**src/rtl/dcache_pkg.sv**
```systemverilog
`default_nettype none
// ============================================================================
// Module   : dcache_pkg
// Brief    : Shared widths, tag-field layout and FSM encoding for the
//            2-way / 16-set write-back data-cache controller.
// Revision : 1.0 - initial release
// ============================================================================
package dcache_pkg;

    localparam int TAG_W       = 23;
    localparam int INDEX_W     = 4;
    localparam int LINE_W      = 256;
    localparam int WORD_W      = 32;
    localparam int OFFSET_W    = 3;
    localparam int TAG_FIELD_W = TAG_W + 2;

    // Layout of the 25-bit SRAM tag field: {valid, dirty, tag}
    localparam int VALID_BIT   = 24;
    localparam int DIRTY_BIT   = 23;

    typedef enum logic [1:0] {
        ST_IDLE      = 2'd0,
        ST_WRITEBACK = 2'd1,
        ST_REFILL    = 2'd2,
        ST_INSTALL   = 2'd3
    } state_t;

endpackage
`default_nettype wire

```
**src/rtl/dcache_word_merge.sv**
```systemverilog
`default_nettype none
// ============================================================================
// Module   : dcache_word_merge
// Brief    : Selects one 32-bit word from a cache line and produces the same
//            line with that word replaced by store data.
// Revision : 1.0 - initial release
// ============================================================================
module dcache_word_merge
    import dcache_pkg::*;
(
    input  logic [LINE_W-1:0]   i_line,
    input  logic [OFFSET_W-1:0] i_offset,
    input  logic [WORD_W-1:0]   i_wdata,
    output logic [WORD_W-1:0]   o_rdata,
    output logic [LINE_W-1:0]   o_line
);

    localparam int c_num_words = LINE_W / WORD_W;

    genvar gi;
    generate
        for (gi = 0; gi < c_num_words; gi++) begin : g_word
            assign o_line[gi*WORD_W +: WORD_W] =
                (i_offset == OFFSET_W'(gi)) ? i_wdata : i_line[gi*WORD_W +: WORD_W];
        end
    endgenerate

    assign o_rdata = i_line[i_offset*WORD_W +: WORD_W];

endmodule
`default_nettype wire

```
**src/rtl/dcache_ctrl.sv**
```systemverilog
`default_nettype none
// ============================================================================
// Module   : dcache_ctrl
// Brief    : Write-back data-cache controller. Serves hits combinationally,
//            stalls on misses, writes back dirty victims, refills from memory
//            and installs the refilled line through the SRAM write port.
// Revision : 1.0 - initial release
// ============================================================================
module dcache_ctrl
    import dcache_pkg::*;
(
    input  logic                   clk_i,
    input  logic                   rst_i,
    // CPU MEM stage
    input  logic                   cpu_req_i,
    input  logic                   cpu_write_i,
    input  logic [31:0]            cpu_addr_i,
    input  logic [31:0]            cpu_data_i,
    output logic [31:0]            cpu_data_o,
    output logic                   cpu_stall_o,
    // data memory
    output logic                   mem_enable_o,
    output logic                   mem_write_o,
    output logic [31:0]            mem_addr_o,
    output logic [LINE_W-1:0]      mem_data_o,
    input  logic [LINE_W-1:0]      mem_data_i,
    input  logic                   mem_ack_i,
    // cache SRAM
    output logic [INDEX_W-1:0]     sram_addr_o,
    output logic [TAG_FIELD_W-1:0] sram_tag_o,
    output logic [LINE_W-1:0]      sram_data_o,
    output logic                   sram_enable_o,
    output logic                   sram_write_o,
    input  logic [TAG_FIELD_W-1:0] sram_tag_i,
    input  logic [LINE_W-1:0]      sram_data_i,
    input  logic                   sram_hit_i
);

    state_t              r_state;
    state_t              w_state_next;

    logic                r_mem_enable;
    logic                r_mem_write;
    logic [31:0]         r_mem_addr;
    logic [LINE_W-1:0]   r_mem_data;
    logic [LINE_W-1:0]   r_refill_line;

    logic [TAG_W-1:0]    w_tag;
    logic [INDEX_W-1:0]  w_index;
    logic [OFFSET_W-1:0] w_offset;
    logic                w_lookup;
    logic                w_hit;
    logic                w_miss;
    logic                w_victim_dirty;
    logic [WORD_W-1:0]   w_hit_word;
    logic [LINE_W-1:0]   w_merged_line;
    logic                w_unused;

    assign w_tag    = cpu_addr_i[31:9];
    assign w_index  = cpu_addr_i[8:5];
    assign w_offset = cpu_addr_i[4:2];
    assign w_unused = &{1'b0, cpu_addr_i[1:0]};

    // Lookups only happen in IDLE; other states are busy with the miss.
    assign w_lookup       = cpu_req_i & (r_state == ST_IDLE);
    assign w_hit          = w_lookup & sram_hit_i;
    assign w_miss         = w_lookup & ~sram_hit_i;
    assign w_victim_dirty = sram_tag_i[VALID_BIT] & sram_tag_i[DIRTY_BIT];

    dcache_word_merge u_word_merge (
        .i_line   (sram_data_i),
        .i_offset (w_offset),
        .i_wdata  (cpu_data_i),
        .o_rdata  (w_hit_word),
        .o_line   (w_merged_line)
    );

    // State register; reset abandons any outstanding miss.
    always_ff @(posedge clk_i or posedge rst_i) begin
        if (rst_i) begin
            r_state <= ST_IDLE;
        end else begin
            r_state <= w_state_next;
        end
    end

    // Next-state logic; acks outside WRITEBACK/REFILL are ignored.
    always_comb begin
        w_state_next = r_state;
        case (r_state)
            ST_IDLE: begin
                if (w_miss) begin
                    w_state_next = w_victim_dirty ? ST_WRITEBACK : ST_REFILL;
                end
            end
            ST_WRITEBACK: begin
                if (mem_ack_i) begin
                    w_state_next = ST_REFILL;
                end
            end
            ST_REFILL: begin
                if (mem_ack_i) begin
                    w_state_next = ST_INSTALL;
                end
            end
            ST_INSTALL: begin
                w_state_next = ST_IDLE;
            end
            default: begin
                w_state_next = ST_IDLE;
            end
        endcase
    end

    // Memory request registers: one-cycle enable pulse, address/data held until ack.
    always_ff @(posedge clk_i or posedge rst_i) begin
        if (rst_i) begin
            r_mem_enable  <= 1'b0;
            r_mem_write   <= 1'b0;
            r_mem_addr    <= '0;
            r_mem_data    <= '0;
            r_refill_line <= '0;
        end else begin
            r_mem_enable <= 1'b0;
            case (r_state)
                ST_IDLE: begin
                    if (w_miss) begin
                        r_mem_enable <= 1'b1;
                        r_mem_write  <= w_victim_dirty;
                        r_mem_addr   <= w_victim_dirty ? {sram_tag_i[TAG_W-1:0], w_index, 5'b0}
                                                       : {w_tag, w_index, 5'b0};
                        r_mem_data   <= sram_data_i;
                    end
                end
                ST_WRITEBACK: begin
                    if (mem_ack_i) begin
                        r_mem_enable <= 1'b1;
                        r_mem_write  <= 1'b0;
                        r_mem_addr   <= {w_tag, w_index, 5'b0};
                    end
                end
                ST_REFILL: begin
                    if (mem_ack_i) begin
                        r_refill_line <= mem_data_i;
                    end
                end
                default: begin
                end
            endcase
        end
    end

    // SRAM write port and CPU read data: store-hit merge in IDLE, refill in INSTALL.
    always_comb begin
        sram_write_o = 1'b0;
        sram_data_o  = w_merged_line;
        sram_tag_o   = {1'b1, cpu_write_i, w_tag};
        cpu_data_o   = '0;
        case (r_state)
            ST_IDLE: begin
                if (w_hit) begin
                    sram_write_o = cpu_write_i;
                    cpu_data_o   = w_hit_word;
                end
            end
            ST_INSTALL: begin
                sram_write_o = 1'b1;
                sram_data_o  = r_refill_line;
                sram_tag_o   = {1'b1, 1'b0, w_tag};
            end
            default: begin
            end
        endcase
    end

    assign sram_addr_o   = w_index;
    assign sram_enable_o = cpu_req_i | (r_state == ST_INSTALL);
    assign cpu_stall_o   = (r_state != ST_IDLE) | w_miss;

    assign mem_enable_o  = r_mem_enable;
    assign mem_write_o   = r_mem_write;
    assign mem_addr_o    = r_mem_addr;
    assign mem_data_o    = r_mem_data;

endmodule
`default_nettype wire

```
**config.mk**
```make
export PLATFORM = sky130hd
export DESIGN_NAME = dcache_ctrl
export DESIGN_NICKNAME = d
export VERILOG_FILES = /design/src/rtl/dcache_pkg.sv /design/src/rtl/dcache_word_merge.sv /design/src/rtl/dcache_ctrl.sv
export SDC_FILE = /design/constraint.sdc
export NUM_CORES = 1
export LEC_CHECK = 0
export BUFFER_PORTS_ARGS = -buffer_cell sky130_fd_sc_hd__buf_4
export CAP_MARGIN = 10
export CORE_AREA = 2 2 478 480
export DETAILED_ROUTE_END_ITERATION = 16
export DIE_AREA = 0 0 480 482
export RECOVER_POWER = 25
export SYNTH_ARGS = -nofsm -noshare
export SYNTH_HDL_FRONTEND = slang
export SYNTH_SLANG_ARGS = --single-unit
```
**constraint.sdc**
```tcl
create_clock -name clk_i -period 22 [get_ports clk_i]
set_input_delay 1.1 -clock clk_i [delete_from_list [all_inputs] [get_ports clk_i]]
set_output_delay 1.1 -clock clk_i [all_outputs]
set_load 0.02 [all_outputs]
```
==> results of run 1 <==
stage by stage:
| step | power [W] | utilization | worst slack [ps] | instances |
|---|---|---|---|---|
| after floorplan | 0.00338 | - | 5720 | 2395 |
| after global placement | 0.00500 | 0.178 | 16640 | 6406 |
| after detailed placement | 0.00504 | 0.178 | 16640 | 6406 |
| after CTS | 0.00641 | 0.189 | 16160 | 6545 |
| after global routing | 0.00660 | 0.188 | 12880 | 6552 |
| final | 0.00627 | 0.188 | 14130 | 6575 |
logic make-up after synthesis:
family          count (synthesis)  share of synthesized area
mux                           917                      0.353
simple gates                  281                     0.0396
compound gates                389                     0.0780
flops                         543                      0.480
buf+inv                       255                     0.0470
other cells                     2                   0.000265
fa+ha+maj                       4                    0.00177
per-layer routing:
metal	routed length [um]	up-vias	track usage
met5	759	-	0.00715
met4	8460	82	0.0663
met3	29400	352	0.103
met2	92300	1550	0.267
met1	95100	13200	0.236
li1	-	10700	-
registers in the layout, summed over array words and instances (netlist names):
name / cells
mem_write_o: 1
mem_addr_o: 27
mem_data_o: 256
mem_enable_o: 1
r_state: 2
r_refill_line: 256
critical path, stage by stage:
cell and delay [ps]:
sky130_fd_sc_hd__clkbuf_4 110, sky130_fd_sc_hd__clkinvlp_2 2880, sky130_fd_sc_hd__clkbuf_1 2510, sky130_fd_sc_hd__buf_4 990
sky130_fd_sc_hd__buf_4 800
synthesized netlist by cell type, types with 19 or more instances:
master / instances
sky130_fd_sc_hd__mux2_2: 576
sky130_fd_sc_hd__dfrtp_1: 543
sky130_fd_sc_hd__mux2i_1: 322
sky130_fd_sc_hd__o21ai_0: 263
sky130_fd_sc_hd__nand2_1: 261
sky130_fd_sc_hd__clkbuf_1: 112
sky130_fd_sc_hd__buf_2: 74
sky130_fd_sc_hd__buf_4: 54
sky130_fd_sc_hd__a21oi_1: 33
sky130_fd_sc_hd__o221ai_1: 32
sky130_fd_sc_hd__o22a_1: 32
sky130_fd_sc_hd__o21ai_1: 27
sky130_fd_sc_hd__mux2_4: 19
layout make-up:
| type | count | area (um^2) |
|---|---|---|
| fill | 25000 | 184000 |
| sequential | 543 | 13600 |
| multi-input combinational | 1597 | 13400 |
| timing repair buffer | 1252 | 9180 |
| tap | 3009 | 3760 |
| clock buffer | 98 | 2130 |
| clock inverter | 41 | 485 |
| antenna | 30 | 75.1 |
| inverter | 5 | 20.0 |
power groups by stage:
stage                     Clock [W]  Combinational [W]  Sequential (W)
after global routing        0.00141            0.00334         0.00185
final                       0.00133            0.00314         0.00180
after global placement            0            0.00322         0.00178
after CTS                   0.00138            0.00324         0.00179
after floorplan                   0            0.00132         0.00206
after detailed placement          0            0.00323         0.00180
worst paths after layout:
path / start / endpoint / slack [ps] / cells after the start
worst max-delay path: rst_i / r_refill_line[95]$_DFFE_PP0P_ / 14130 / 5
worst min register to register: r_refill_line[46]$_DFFE_PP0P_ / r_refill_line[46]$_DFFE_PP0P_ / 500 / 1
max in group clk_i: r_state[0]$_DFFE_PP0P_ / mem_data_o[148]$_DFFE_PP0P_ / 15930 / 7
worst min-delay path: r_refill_line[46]$_DFFE_PP0P_ / r_refill_line[46]$_DFFE_PP0P_ / 500 / 1
worst max register to register: r_state[0]$_DFFE_PP0P_ / mem_data_o[148]$_DFFE_PP0P_ / 15930 / 7
min in group asynchronous: rst_i / r_refill_line[36]$_DFFE_PP0P_ / 2060 / 2
==> flow_results.org, run 1 <==
** Run status
- Status :: finished with violations
- The checks that failed: capacitance limit, slew limit.

** Timing
- Final setup fails :: 0
- Final hold vios :: 0
- Of the available clock period, the critical path in the final layout requires 0.358.
- Shortest clock period the worst path allows after layout :: 7870 ps
- Final hold analysis gives a worst-case slack of 503 ps.
- Setup repair after global routing left no endpoint under its margin.
- At the pin with the least slew margin, the transition time is 5240 ps.
- Adding up every negative setup slack in the final design gives 0 ps.
- Headroom to the max-slew limit came out at -2.51.
- Worst Clk Skew :: 27.4 ps
- The final number of max-transition violations was 410.
- Upper clock frequency limit :: 127 MHz

** Place
- Post-detailed-placement half-perimeter wirelength :: 187000 um
- Dpl cell area :: 40300 um^2
- Placer congestion estimate :: 0.932
- PortBufs :: 1208

** Floorplan
- Die Outline Area :: 231000 um^2
- The floorplan has 175 rows.
- The floorplan step set the die height to 482 um.
- The die is 480 um wide.
- Placeable core region :: 226000 um^2
- During I/O placement, the number of pins put on the boundary was 1217.
- Initial core utilization :: 0.125

** Clock tree
- Count of cells resized by post-cts repair :: 0
- TritonCTS built the clock tree.
- Once the clock tree was built, the setup fixing pass inserted 0 buffers.
- The tree built by TritonCTS fans out to 543 sinks.
- The number of hold buffers added after CTS was 0.
- CTS H-Tree Depth :: 3
- Cell chosen for the clock root :: sky130_fd_sc_hd__clkbuf_16
- CTS clk-pin slew, worst paths :: 60 ps
- No sink is reached through more buffers than the 3 on the longest clock path.
- Latest clock arrival within the worst-skew pair :: 680 ps
- TritonCTS created 76 clock buffers.

** Pwr
- Power Internal :: 0.00355 W
- Power density relative to cell area :: 147 nW/um^2
- Share of total power in the clock network :: 0.212
- Of the total power, the share spent switching nets is 0.434.
- Reg power frac :: 0.287
- Net switching power :: 0.00273 W
- Of the total power, combinational logic draws 0.501.
- VDD sags by at most 71.9 uV.
- Leakage power total :: 19.0 nW

** Cells and area
- The finished cells cover 42700 um^2.
- Area growth from synthesis to layout :: 50.8%
- Layout cells sized above 1 :: 0.544
- The net count of the finished layout is 4086.
- The library cell used most frequently in the layout, excluding fill and tap cells, is sky130_fd_sc_hd__buf_4.
- Commonest non-fill, non-tap cells in the layout :: sky130_fd_sc_hd__buf_4 (1184), sky130_fd_sc_hd__mux2_2 (576), sky130_fd_sc_hd__dfrtp_1 (543)

** Worst setup path
- STA classifies the critical path startpoint as an input pin.
- At the worst endpoint, the arrival time is 8550 ps.
- STA classifies the critical path endpoint as an async pin.
- Biggest fanout along the worst timing path :: 103
- Worst Path Required :: 22690 ps
- Classification of the worst setup path :: in2async

** Routing
- Routed via count divided by cell count :: 3.94
- Vias :: 25900
- For this block, the initial DRC count from the detailed router was 2080.
- In the final routed layout, each cell accounts on average for 34.4 um.
- Number of remaining DRC errors :: 0
- Number of antenna-violating nets in the routed design :: 0
- Number of detailed-routing iterations run before antenna repair :: 6
- Aggregate routed wire length :: 226000 um

** Synthesis
- Of all flip-flops after synthesis, the portion carrying an async set or reset was 1.00.
- In this run the cell area of the synthesized design comes to 28300 um^2.
- Dominant cell type by area after synthesis :: sky130_fd_sc_hd__dfrtp_1
- Avg Inst Size Synth :: 11.8 um^2
- Synthesis Warnings :: 0
- Most instantiated flip-flop cell in the synthesis netlist :: sky130_fd_sc_hd__dfrtp_1
- #FFs+latches synth :: 543
- Number of distinct standard cells referenced by the synthesized netlist :: 32
- Ranked by total cell area, the synthesized netlist is headed by sky130_fd_sc_hd__dfrtp_1 (48%), sky130_fd_sc_hd__mux2_2 (23%), sky130_fd_sc_hd__mux2i_1 (11%).
- Counting every instance in the synthesized netlist gives 2391.
- Post-synth EDFFs :: 0
- Of the post-synthesis cell area, the dominant cell type holds 0.480.
- The share of the Yosys chip area taken by registers is 0.480.

** GRT
- Global routing finished with a remaining overflow of 0.
- Wire length of the first global-routing pass :: 281000 um
- Number of antenna violations at the first check in global routing :: 128
- Entering global routing, the biggest net connects 135 pins.
- In the global route stage, overall resource usage came out at 0.188.
- The number of global-route vias before repair came to 25700.

** Job
- Number of violations of the max-capacitance limit :: 7

** Hold path
- Worst min-delay path category :: reg2reg
(Power assumes the default switching activity.)
==> inputs of run 2 (changes only) <==
Settings changed: CORE_AREA 2 2 478 480 to 2 2 475 477, DIE_AREA 0 0 480 482 to 0 0 477 479.
Clock period 22 ns to 7.2 ns, I/O delays scaled along.
==> run 2 against run 1 <==
  * Routed wire length shrank 0.39%
  * Sequential power rose to 3.1 times the previous value
  * Critical path type unchanged
  * Non-clock buffer count increased by 537
  * Highest routed layer unchanged
  * The run still ends with capacitance limit, slew limit left
  * Critical path depth shrank 1
==> flow_results.org, run 2 (same netlist as run 1, synthesis figures left out) <==
** Run status
- The flow ran to the end, but the final reports show violations.
- The checks that failed: capacitance limit, slew limit.

** Timing
- Worst Clk Skew :: 18.1 ps (-9.34 ps)
- The final number of max-transition violations came to 194 (-53%).
- Share of the cycle needed by the critical path after routing :: 0.624
- The total of endpoints with negative setup slack in the final report came to 0 (unchanged).
- Upper clock frequency limit :: 223 MHz
- Shortest clock period the worst path allows after layout :: 4490 ps
- Slew HR :: -1.80 (+0.716)
- The final hold slack is 110 ps (-394 ps).
- Actual transition at the worst max-transition pin :: 4190 ps (-1050 ps)
- Setup repair after global routing left no endpoint under its margin.
- The aggregate negative setup slack came to 0 ps (unchanged).
- The number of hold-slack violations in the final timing report came to 0 (unchanged).

** Clock tree
- CTS tree :: done
- Number of setup buffers added after CTS :: 0 (unchanged)
- Count of clock tree sinks :: 543 (unchanged)
- Cell chosen for the clock root :: sky130_fd_sc_hd__clkbuf_16
- The TritonCTS buffer count came to 71 (-6.6%).
- CTS max path bufs :: 3 (unchanged)
- The depth of the CTS H-tree came to 3 (unchanged).
- Latest clock arrival within the worst-skew pair :: 700 ps (+20 ps)
- CTS clk-pin slew, worst paths :: 60 ps (about the same)

** GRT
- Number of antenna violations at the first check in global routing :: 139 (+8.6%)
- The global routing usage summed across all routing layers was 0.189 (+0.00127).
- Wire length of the first global-routing pass :: 286000 um (+2.0%)
- The number of global-route vias before repair was 28800 (+12%).
- Sum of overflow across all layers after global routing :: 0 (unchanged)
- The largest net degree at the start of global routing came to 144 (+6.7%).

** Worst setup path
- STA classifies the critical path startpoint as an input pin.
- Slowest library cell on the worst path :: sky130_fd_sc_hd__clkbuf_1
- The critical path is of the in2async type.
- Data arrival time of the worst path :: 4310 ps (-4240 ps)
- STA classifies the critical path endpoint as an async pin.
- Largest stage delay, worst path :: 2970 ps (+90 ps)
- Total buffers and inverters traversed by the critical path :: 4 (-1)
- In this design, the largest share of critical-path delay is due to buffers and inverters.
- The data required time of the critical path came to 7020 ps (-15670 ps).
- The largest driver fanout on the critical path was 66 (-36%).
- Traced cell by cell, the critical path runs through dlygate4sd3_1 -> clkbuf_4 -> clkinvlp_2 -> clkbuf_1.

** Routing
- Vias :: 28300 (+9.5%)
- The initial detailed-routing violation count is 2533 (+22%).
- The overall routed net length came to 225000 um (-0.39%).
- Number of remaining DRC errors :: 0 (unchanged)
- The routed length per placed instance came to 31.6 um (-8.0%).
- Number of antenna-violating nets in the routed design :: 0 (unchanged)
- The number of vias per cell after detailed routing was 3.98 (+1.1%).
- Number of detailed-routing iterations run before antenna repair :: 6 (unchanged)

** Cells and area
- The ratio of cells with drive above 1 in the final layout was 0.454 (-0.0896).
- Compared with the post-synthesis result, the final layout area differs by 69.2%.
- The count of nets after finishing came to 4618 (+13%).
- In the layout the commonest cells are sky130_fd_sc_hd__buf_4 (1102), sky130_fd_sc_hd__mux2_2 (576), sky130_fd_sc_hd__dlygate4sd3_1 (547).
- The library cell used most frequently in the layout, excluding fill and tap cells, is sky130_fd_sc_hd__buf_4.
- The end-of-flow core utilization came to 0.214 (+0.0256).

** Place
- The HPWL after detailed placement was 182000 um (-2.7%).
- PortBufs :: 1208 (unchanged)
- Placer congestion estimate :: 1.01 (+8.5%)

** Pwr
- The reported leakage power was 21.0 nW (+10%).
- Power density relative to cell area :: 402 nW/um^2 (+170%)
- Maximum ir drop on the vdd rail :: 271 uV (+280%)

** Floorplan
- Die X-Extent :: 477 um (-0.63%)
- Die span in y :: 479 um (-0.62%)
- Number of cell rows :: 174 (-0.57%)
- The number of placed I/O pins was 1217 (unchanged).
- The initial cell density of the core is 0.127 (+0.00158).
- Placeable core region :: 224000 um^2 (-1.2%)
- Die Outline Area :: 228000 um^2 (-1.2%)

** Job
- Number of violations of the max-capacitance limit :: 2 (-5)

** Hold path
- Worst min-delay path category :: in2reg
-- run 2: changes by cell type in the layout (fill, tap and decap cells not counted), sizes merged --
cell | before | now
dlygate4sd3 | 0 | 547
diode | 30 | 62
buf | 1186 | 1110
bufinv | 8 | 10
inv | 11 | 12
clkinvlp | 5 | 7
clkinv | 22 | 19
clkbuf | 164 | 219
-- run 2: final cells by class --
type	instances	area, um^2
clock buffers	87	1920
well taps	2992	3740
repair buffers	1789	14400
flip-flops and latches	543	13600
fillers	24100	176000
clock inverters	43	569
diodes	62	155
multi-input cells	1597	13500
inverters	5	20.0
-- run 2: through the flow --
step           total power [W]  cell area (um^2)  cells  setup slack [ps]
3_3_place_gp            0.0152             40300   6379              3390
3_5_place_dp            0.0153             40300   6379              3370
6_report                0.0192             47900   7118              2710
5_1_grt                 0.0201             47800   7075              2150
2_1_floorplan           0.0103             28300   2395              -546
4_1_cts                 0.0197             48200   7056              3270
-- run 2: where the power goes --
group	internal (W)	switching [W]
clock network	0.00228	0.00166
logic	0.00392	0.00588
registers	0.00462	0.000881
total	0.0108	0.00843
-- run 2: layer usage --
layer	GRT usage	wire length (um)	vias up
li1	-	-	11800
met2	0.276	93100	1777
met3	0.0959	28800	402
met4	0.0681	9240	68
met5	0	426	-
met1	0.237	93500	14300
-- run 2: final timing paths --
path                                             startpoint                              to  slack, ps  cells past startpoint
worst max-delay path                                  rst_i      mem_addr_o[18]$_DFFE_PP0P_       2710                      4
worst min-delay path                       sram_data_i[225]     mem_data_o[225]$_DFFE_PP0P_        110                      2
worst max register to register       r_state[0]$_DFFE_PP0P_       mem_data_o[5]$_DFFE_PP0P_       3510                      6
worst min register to register  mem_data_o[159]$_DFFE_PP0P_     mem_data_o[159]$_DFFE_PP0P_        500                      1
max in group clk_i                   r_state[1]$_DFFE_PP0P_                   cpu_data_o[7]       3300                      6
min in group asynchronous                             rst_i  r_refill_line[107]$_DFFE_PP0P_        200                      3
-- run 2: what timing repair did --
item / in CTS / in global routing
setup endpoints to repair: 0 / 0
gates resized for setup: 0 / 0
endpoints found under the hold margin: 564 / 0
hold buffers: 547 / 0
==> inputs of run 3 (changes only) <==
Settings changed: CORE_AREA 2 2 475 477 to 2 2 478 480, DIE_AREA 0 0 477 479 to 0 0 480 482.
Clock period 7.2 ns to 4.44 ns, I/O delays scaled along.
==> run 3 against run 2 <==
  * The run still ends with capacitance limit, slew limit left
  * Via count shrank 0.40%
  * Critical path depth grew 2
  * Final area grew 1.3%
  * Sequential cell count is the same
  * Count of clock-buffer cells in the layout grew 15
  * Highest routed layer unchanged
==> flow_results.org, run 3 (same netlist as run 1, synthesis figures left out) <==
** Run status
- Status :: finished with violations
- Violations in the final reports :: capacitance limit, slew limit

** Job
- Number of violations of the max-capacitance limit :: 5 (+3)

** Hold path
- The worst hold path terminates at r_state[1]$_DFFE_PP0P_.
- The path class of the tightest hold or removal check is in2reg.
- Startpoint of the most critical hold path :: sram_hit_i
- Worst Hold Depth :: 4 (+2)

** Routing
- The initial detailed-routing violation count came to 2024 (-20%).
- The routed length per placed instance was 32.5 um (+2.7%).
- The number of routed nets with antenna violations came to 0 (unchanged).
- The number of vias per cell after detailed routing came to 3.92 (-1.4%).
- Number of detailed-routing iterations run before antenna repair :: 5 (-1)
- The number of DRC violations after detailed routing is 0 (unchanged).
- The overall routed net length came to 234000 um (+3.8%).
- Vias :: 28200 (-0.40%)

** Place
- The routability congestion estimate was 0.925 (-8.5%).
- The HPWL after detailed placement is 191000 um (+5.1%).
- The worst slack after detailed placement was 1320 ps (-2050 ps).
- The total placed instance area was 40800 um^2 (+1.4%).
- PortBufs :: 1208 (unchanged)

** Pwr
- Combinational power share :: 0.514 (+0.005)
- The internal power summed over all cells was 0.0177 W (+63%).
- Switching part of the total power :: 0.437 (-0.00100)
- Final total power :: 0.0314 W (+63%)
- Net switching power :: 0.0137 W (+63%)
- Share of total power in the clock network :: 0.201 (-0.004)
- The sequential power share came to 0.285 (about the same).
- Leakage power total :: 21.3 nW (+1.5%)
- The power density relative to cell area was 647 nW/um^2 (+61%).
- Maximum ir drop on the vdd rail :: 439 uV (+62%)

** Clock tree
- The depth of the CTS H-tree is 3 (unchanged).
- Latest clock arrival within the worst-skew pair :: 680 ps (-20 ps)
- CTS clk-pin slew, worst paths :: 50 ps (about the same)
- Number of buffers added by the clock tree synthesis step :: 74 (+4.2%)
- CTS tree :: done
- Cell chosen for the clock root :: sky130_fd_sc_hd__clkbuf_16
- The clock sink count was 543 (unchanged).
- The deepest clock path buffer count came to 3 (unchanged).

** Cells and area
- Layout cells sized above 1 :: 0.454 (about the same)
- The filler cell count was 24500 (+1.7%).
- Post-route design area :: 48500 um^2 (+1.3%)
- The top cell types in the final layout, fill and taps aside, are sky130_fd_sc_hd__buf_4 (1126), sky130_fd_sc_hd__mux2_2 (576), sky130_fd_sc_hd__dlygate4sd3_1 (566).
- Most common cell after layout, fill and taps aside :: sky130_fd_sc_hd__buf_4
- The end-of-flow core utilization was 0.214 (about the same).
- Relative to the synthesized area, the layout overhead comes to 71.3%.
- Number of nets in the layout :: 4693 (+1.6%)

** Timing
- Unrepaired setup endpoints after global routing :: false
- Slew HR :: -0.554 (+1.24)
- The slew at the pin closest to its max-slew limit was 2330 ps (-1860 ps).
- The final worst clock skew is 16.6 ps (-1.51 ps).
- Final hold vios :: 0 (unchanged)
- Max-slew violations :: 315 (+62%)
- Derived from the worst setup path, the maximum achievable clock frequency is 279 MHz.
- The total of endpoints with negative setup slack in the final report came to 0 (unchanged).
- Setup Total Neg Slack :: 0 ps (unchanged)
- Of the available clock period, the critical path in the final layout requires 0.806.
- Setup slack of the critical path after layout :: 859 ps (-1850 ps)
- Shortest clock period the worst path allows after layout :: 3580 ps

** Floorplan
- The initial cell density of the core came to 0.125 (-0.00158).
- Die span in y :: 482 um (+0.63%)
- Die X-Extent :: 480 um (+0.63%)
- The die outline area came to 231000 um^2 (+1.3%).
- Placeable core region :: 226000 um^2 (+1.3%)
- Top-level I/O count :: 1217 (unchanged)
- The cell row count came to 175 (+0.57%).

** Worst setup path
- Data arrival time of the worst path :: 3360 ps (-950 ps)
- Classification of the worst setup path :: reg2out
- Path depth of the worst reg2reg path :: 7 (+1)
- Endpoint kind of the worst setup timing path :: output port
- Setup slack of the worst register-to-register path :: 1760 ps (-1750 ps)
- Launch instance of the worst register-to-register path :: r_state[1]$_DFFE_PP0P_
- The worst register-to-register path ends at mem_addr_o[9]$_DFFE_PP0P_.
- Biggest fanout along the worst timing path :: 23 (-65%)
- Critical path launch point type :: register
- The data required time of the critical path came to 4220 ps (-2800 ps).

** GRT
- The global-route wire length before repair was 293000 um (+2.4%).
- The initial antenna violation count was 144 (+3.6%).
- Maximum number of pins on one net before global-route repair :: 145 (+0.69%)
- Vias in the first global route :: 28900 (+0.39%)
- The global routing usage summed across all routing layers came to 0.194 (+0.00463).
- Sum of overflow across all layers after global routing :: 0 (unchanged)
==> run 3: cell types whose count changed in the layout (fill, tap and decap cells not counted), sizes merged <==
cell / before / now
buf: 1110 / 1146
clkbuf: 219 / 251
dlygate4sd3: 547 / 566
diode: 62 / 46
bufinv: 10 / 5
inv: 12 / 7
clkinv: 19 / 17
clkinvlp: 7 / 5
==> run 3: per-layer routing <==
metal  vias to the layer above  global-route usage  part of all wire
li1                      12000                   -                 -
met4                        58              0.0730             0.044
met2                      1696               0.285              0.42
met3                       388              0.0776              0.11
met1                     14100               0.252              0.43
met5                         -                   0            0.0015
==> run 3: final cells by class <==
class	count	area (um^2)	area share
antenna	46	115	0.00237
clock inverter	29	317	0.00653
multi-input combinational	1597	13500	0.278
sequential	543	13600	0.280
inverter	5	20.0	0.000413
tap	3009	3760	0.0776
timing repair buffer	1861	15100	0.311
clock buffer	102	2150	0.0443
==> run 3: metrics by stage <==
step | instances | hold WS [ps]
global route | 7160 | 87.0
CTS | 7146 | 23.6
finish | 7192 | 116
floorplan | 2395 | 370
detailed placement | 6449 | 326
global placement | 6449 | 333
==> run 3: power groups by stage <==
stage | sequential (W) | clock [W] | combinational [W]
2_1_floorplan | 0.0102 | 0 | 0.00655
3_5_place_dp | 0.00894 | 0 | 0.0162
4_1_cts | 0.00888 | 0.00653 | 0.0168
6_report | 0.00894 | 0.00631 | 0.0161
5_1_grt | 0.00919 | 0.00667 | 0.0171
3_3_place_gp | 0.00883 | 0 | 0.0162
==> run 3: worst max-delay path by stage <==
stage,slack (ps),end,depth (start not counted),startpoint
after global placement,1340,cpu_data_o[17],7,cpu_addr_i[2]
after CTS,710,cpu_data_o[17],6,r_state[1]$_DFFE_PP0P_
after global routing,480,r_refill_line[149]$_DFFE_PP0P_,5,rst_i
final,860,cpu_data_o[17],6,r_state[1]$_DFFE_PP0P_
after detailed placement,1320,cpu_data_o[17],5,cpu_addr_i[3]
after floorplan,-3170,mem_addr_o[10]$_DFFE_PP0P_,1,rst_i
==> run 3: worst max-delay path: stages, from the launching register on <==
cell	delay (ps)
sky130_fd_sc_hd__dfrtp_1	420
sky130_fd_sc_hd__inv_1	120
sky130_fd_sc_hd__ha_1	410
sky130_fd_sc_hd__and3_2	740
sky130_fd_sc_hd__o21ai_0	260
sky130_fd_sc_hd__a21oi_1	410
sky130_fd_sc_hd__buf_4	240
==> run 3: timing repair <==
item	4_1_cts	5_1_grt
gates resized for setup	0	0
hold endpoints to repair	588	0
buffers inserted	0	0
hold buffers	566	0
